<file path="src/rtl/uart_fifo_tx.sv">
// UART transmitter fed from a FIFO: pops one byte, frames it as start/8 data/
// [parity]/stop and shifts it out LSB first. Back-to-back frames when enabled.
// Optional feature: define UART_TX_PARITY_EN to insert an even-parity bit.
module uart_fifo_tx #(
    parameter int unsigned CLKS_PER_BIT = 16,
    parameter int unsigned STOP_BITS    = 1
) (
    input  logic       Clk,
    input  logic       Reset,
    input  logic       Tx_En,
    input  logic [7:0] Fifo_Data,
    input  logic [3:0] Fifo_Status,
    output logic       Fifo_Read,
    output logic       Tx,
    output logic       Busy,
    output logic       Tx_Done
);

    localparam int unsigned CNT_W  = 16;
    localparam int unsigned DATA_W = 8;
    localparam int unsigned IDX_W  = 3;

    localparam logic [CNT_W-1:0] CNT_LAST  = CNT_W'(CLKS_PER_BIT - 1);
    localparam logic [IDX_W-1:0] IDX_LAST  = IDX_W'(DATA_W - 1);
    localparam logic             STOP_LAST = 1'(STOP_BITS - 1);

    typedef enum logic [2:0] {
        IDLE,
        FETCH,
        LOAD,
        START,
        DATA,
`ifdef UART_TX_PARITY_EN
        PARITY,
`endif
        STOP
    } state_t;

    state_t              state, state_n;
    logic [CNT_W-1:0]    bit_cnt, bit_cnt_n;
    logic [IDX_W-1:0]    bit_idx, bit_idx_n;
    logic                stop_idx, stop_idx_n;
    logic [DATA_W-1:0]   shift_reg, shift_reg_n;
    logic                tx_n, busy_n, read_n, done_n;
    logic                fifo_empty;
    logic                bit_end;
    logic                unused_status;
`ifdef UART_TX_PARITY_EN
    logic                parity_bit, parity_bit_n;
`endif

    // Only the empty flag matters; the other FIFO flags are deliberately ignored.
    assign fifo_empty    = Fifo_Status[0];
    assign unused_status = ^Fifo_Status[3:1];
    assign bit_end       = (bit_cnt == CNT_LAST);

    // Next-state logic; outputs are derived from next-state values so the
    // registered outputs line up with the state they describe.
    always_comb begin
        state_n     = state;
        bit_cnt_n   = bit_cnt;
        bit_idx_n   = bit_idx;
        stop_idx_n  = stop_idx;
        shift_reg_n = shift_reg;
`ifdef UART_TX_PARITY_EN
        parity_bit_n = parity_bit;
`endif

        case (state)
            IDLE: begin
                if (Tx_En && !fifo_empty) state_n = FETCH;
            end
            FETCH: begin
                state_n = LOAD;
            end
            LOAD: begin
                shift_reg_n = Fifo_Data;
`ifdef UART_TX_PARITY_EN
                parity_bit_n = ^Fifo_Data;
`endif
                bit_cnt_n   = '0;
                state_n     = START;
            end
            START: begin
                if (bit_end) begin
                    bit_cnt_n = '0;
                    bit_idx_n = '0;
                    state_n   = DATA;
                end else begin
                    bit_cnt_n = bit_cnt + CNT_W'(1);
                end
            end
            DATA: begin
                if (bit_end) begin
                    bit_cnt_n   = '0;
                    shift_reg_n = {1'b0, shift_reg[DATA_W-1:1]};
                    if (bit_idx == IDX_LAST) begin
                        bit_idx_n  = '0;
                        stop_idx_n = 1'b0;
`ifdef UART_TX_PARITY_EN
                        state_n    = PARITY;
`else
                        state_n    = STOP;
`endif
                    end else begin
                        bit_idx_n = bit_idx + IDX_W'(1);
                    end
                end else begin
                    bit_cnt_n = bit_cnt + CNT_W'(1);
                end
            end
`ifdef UART_TX_PARITY_EN
            PARITY: begin
                if (bit_end) begin
                    bit_cnt_n  = '0;
                    stop_idx_n = 1'b0;
                    state_n    = STOP;
                end else begin
                    bit_cnt_n = bit_cnt + CNT_W'(1);
                end
            end
`endif
            STOP: begin
                if (bit_end) begin
                    bit_cnt_n = '0;
                    if (stop_idx == STOP_LAST) begin
                        stop_idx_n = 1'b0;
                        state_n    = (Tx_En && !fifo_empty) ? FETCH : IDLE;
                    end else begin
                        stop_idx_n = stop_idx + 1'b1;
                    end
                end else begin
                    bit_cnt_n = bit_cnt + CNT_W'(1);
                end
            end
            default: begin
                state_n = IDLE;
            end
        endcase

        tx_n = 1'b1;
        case (state_n)
            START:   tx_n = 1'b0;
            DATA:    tx_n = shift_reg_n[0];
`ifdef UART_TX_PARITY_EN
            PARITY:  tx_n = parity_bit_n;
`endif
            default: tx_n = 1'b1;
        endcase

        busy_n = (state_n != IDLE);
        read_n = (state_n == FETCH);
        done_n = (state_n == STOP) && (bit_cnt_n == CNT_LAST) && (stop_idx_n == STOP_LAST);
    end

    // State, datapath and output registers; reset forces the idle line at once.
    always_ff @(posedge Clk or posedge Reset) begin
        if (Reset) begin
            state     <= IDLE;
            bit_cnt   <= '0;
            bit_idx   <= '0;
            stop_idx  <= 1'b0;
            shift_reg <= '0;
`ifdef UART_TX_PARITY_EN
            parity_bit <= 1'b0;
`endif
            Tx        <= 1'b1;
            Busy      <= 1'b0;
            Fifo_Read <= 1'b0;
            Tx_Done   <= 1'b0;
        end else begin
            state     <= state_n;
            bit_cnt   <= bit_cnt_n;
            bit_idx   <= bit_idx_n;
            stop_idx  <= stop_idx_n;
            shift_reg <= shift_reg_n;
`ifdef UART_TX_PARITY_EN
            parity_bit <= parity_bit_n;
`endif
            Tx        <= tx_n;
            Busy      <= busy_n;
            Fifo_Read <= read_n;
            Tx_Done   <= done_n;
        end
    end

endmodule

</file>
<file path="config.mk">
export PLATFORM = sky130hd
export DESIGN_NAME = uart_fifo_tx
export DESIGN_NICKNAME = d
export VERILOG_FILES = /design/src/rtl/uart_fifo_tx.sv
export SDC_FILE = /design/constraint.sdc
export NUM_CORES = 1
export LEC_CHECK = 0
export ABC_AREA = 1
export CAP_MARGIN = 30
export CORE_MARGIN = 1.5
export CORE_UTILIZATION = 40
export DETAILED_ROUTE_END_ITERATION = 16
export MAX_ROUTING_LAYER = met4
export PLACE_DENSITY = 0.69
export SYNTH_ARGS = -nofsm -noshare
export SYNTH_HDL_FRONTEND = slang
export SYNTH_SLANG_ARGS = --single-unit
</file>
<file path="constraint.sdc">
create_clock -name Clk -period 1.95 [get_ports Clk]
set_input_delay 0.39 -clock Clk [delete_from_list [all_inputs] [get_ports Clk]]
set_output_delay 0.39 -clock Clk [all_outputs]
set_load 0.005 [all_outputs]
</file>
==> out/metrics.yaml <==
rows: 25
antenna_found_initial: 0
cts_tree: "done"
rsz0062_at_grt: "false"
clock_skew_ns: 0.00523
p_leak_nw: 1.25
fin_crit_sh: 0.902
clock.fmax_mhz: 569
finalMaxSlewViolations: 0
drive_gt1_frac: 0.137
drv_cap: 0
start_util: 0.423
dp.cells: 365
hold_class: "in -> async"
wire_per_inst_um: 11.9
holdWs_ns: 0.495
setup_viol: 0
dp_hpwl_um: 3390
clockBufferDepth: 2
yosysSeqAreaShare: 0.427
power_density_nw_per_um2: 541
core_um2: 4850
postSynthCellCount: 278
viasPerCell: 4.88
gp_congestion: 0.852
die_h_um: 74.6
fin_nets: 323
area_growth_pct: 19.2
die_area_um2: 5570
ys.flop_type: "dfrtp_1"
globalRouteOverflowTotal: 0
wl_um: 4430
drc_errors: 0
crit_path_start_kind: "flop"
synth-seq-cells: 35
yosysWarnings: 0
critPathKind: "reg -> reg"
max_slew_margin: 0.701
setup-tns-final_ns: 0
first_global_vias: 1790
fillers: 480
largest_reg_flops: 16
fin_cells: 373
worstMarginPinSlew_ns: 0.449
drtAntennaViolNets: 0
synth_async_sr_flop_share: 1.00
syn_area_um2: 2050
synth_area_leaders: "dfrtp_1 41%, nand2_1 14%, inv_1 7.7%, nand3_1 7.6%, nor2_1 5.9%"
cts.sinks: 35
vias: 1820
run_status: "finished clean"
antenna_cells: 0
num_io_pins: 19
drtIter0Drc: 124
avgSynthCellArea_um2: 7.39
synth_edf_count: 0
worstPathRequired_ns: 2.14
report.final.hold_viol_count: 0
clk_pin_slew_worst_paths_ns: 0.08
synth_top_cell_area_share: 0.414
grt_usage: 0.195
first_pass_iters: 4
synth_cell_type_count: 34
cp.arrival_ns: 1.95
cts_max_level: 2
end_kind: "flop"
insertion_delay_ns: 0.29
grt_start_max_net_pins: 36
period_minus_slack_ns: 1.76
synth_top_area_cell: "dfrtp_1"
synth_nets: 296
cts_made_buffers: 5
port_buffers: 15
die_w_um: 74.6
cts_setup_buffers: 0
grt_pass1_wl_um: 8080
ir_drop_mv: 0.570
cp_max_fo: 4
cts-root-buf: "clkbuf_8"
timing repair:
| action | in CTS | in global routing |
|---|---|---|
| hold buffers | 0 | 0 |
| gates resized for setup | 0 | 9 |
| setup endpoints to repair | 0 | 3 |
power by group:
| group | internal [W] | total (W) | switching (W) |
|---|---|---|---|
| clock network | 0.000249 | 0.000536 | 0.000288 |
| registers | 0.000734 | 0.000737 | 0.00000264 |
| logic | 0.0000278 | 0.0000516 | 0.0000238 |
worst paths after layout:
check	start	end	slack, ns	cells past startpoint
min in group Clk	bit_idx[1]	bit_idx[1]	0.51	1
max in group asynchronous	Reset	Tx	1.11	3
setup / recovery	bit_cnt[0]	Tx_Done	0.19	12
hold / removal	Reset	bit_cnt[13]	0.50	3
hold reg to reg	bit_idx[1]	bit_idx[1]	0.51	1
setup reg to reg	bit_cnt[0]	Tx_Done	0.19	12
metal layers:
metal  GRT usage  share of wire  wire [um]
met4      0.0566         0.0093         41
met1       0.255           0.48       2120
met5           -              0          0
met2       0.307           0.48       2110
met3      0.0402          0.035        154
Yosys cell counts (2+ instances only):
master    instances
nand2_1          76
inv_1            42
dfrtp_1          34
nor2_1           32
nand3_1          31
o21ai_0           7
inv_2             5
nand2_2           5
o221ai_1          5
nand4_1           4
ha_1              3
nor2_2            3
a21oi_1           2
a22o_1            2
clkinv_1          2
nand3_2           2
nand3_4           2
nand3b_1          2
o211ai_1          2
o21ai_1           2
xor2_1            2
final cells by class:
| cell class | instances | area, um2 | share of cell area |
|---|---|---|---|
| Multi-Input combinational cell | 192 | 1010 | 0.414 |
| Clock inverter | 3 | 20.0 | 0.00818 |
| Tap cell | 67 | 83.8 | 0.0343 |
| Clock buffer | 5 | 68.8 | 0.0281 |
| Sequential cell | 35 | 877 | 0.358 |
| Timing Repair Buffer | 21 | 195 | 0.0798 |
| Inverter | 50 | 190 | 0.0777 |
logic make-up (layout without fill, tap and decap cells):
logic type               Yosys count  count (layout)  synth area share
AND/OR/NAND/NOR                  161             161             0.361
buffers and inverters             51              79            0.0981
flip-flops                        35              35             0.427
AO/OA/AOI/OAI                     26              26            0.0871
adder cells (fa/ha/maj)            3               3            0.0183
XOR/XNOR                           2               2           0.00853
worst max-delay path: stages (launching register included):
cell	delay [ns]
dfrtp_1	0.39
ha_1	0.22
nand2_1	0.08
inv_1	0.12
nand3_1	0.10
nor2_1	0.19
nand2_1	0.13
nand2_1	0.07
nand3_1	0.08
nand2_1	0.08
nor2_1	0.04
nand3_1	0.09
nor2_1	0.05
through the flow:
| step | instance area, um2 | utilization | worst slack [ns] | total power, W |
|---|---|---|---|---|
| finish | 2450 | 0.505 | 0.191 | 0.00132 |
| detailed placement | 2320 | 0.479 | 0.131 | 0.000804 |
| CTS | 2410 | 0.497 | 0.115 | 0.00133 |
| global placement | 2320 | 0.479 | 0.160 | 0.000803 |
| floorplan | 2050 | - | 0.398 | 0.000771 |
| global route | 2450 | 0.505 | 0.00348 | 0.00137 |
placed cells by master (no fill, tap or decap), types with 3 or more instances in the layout:
cell             instances
nand3_2                  4
clkbuf_8                 5
nand2_2                  3
buf_4                    6
nand2_4                  3
nand2_1                 76
clkdlybuf4s50_1         15
nor2_4                   3
inv_1                   42
dfrtp_1                 34
nand4_1                  4
nand3_1                 29
inv_2                    5
nor2_2                   4
o21ai_0                  7
o221ai_1                 5
nor2_1                  29
ha_1                     3
Power figures use the tool's default switching activity.
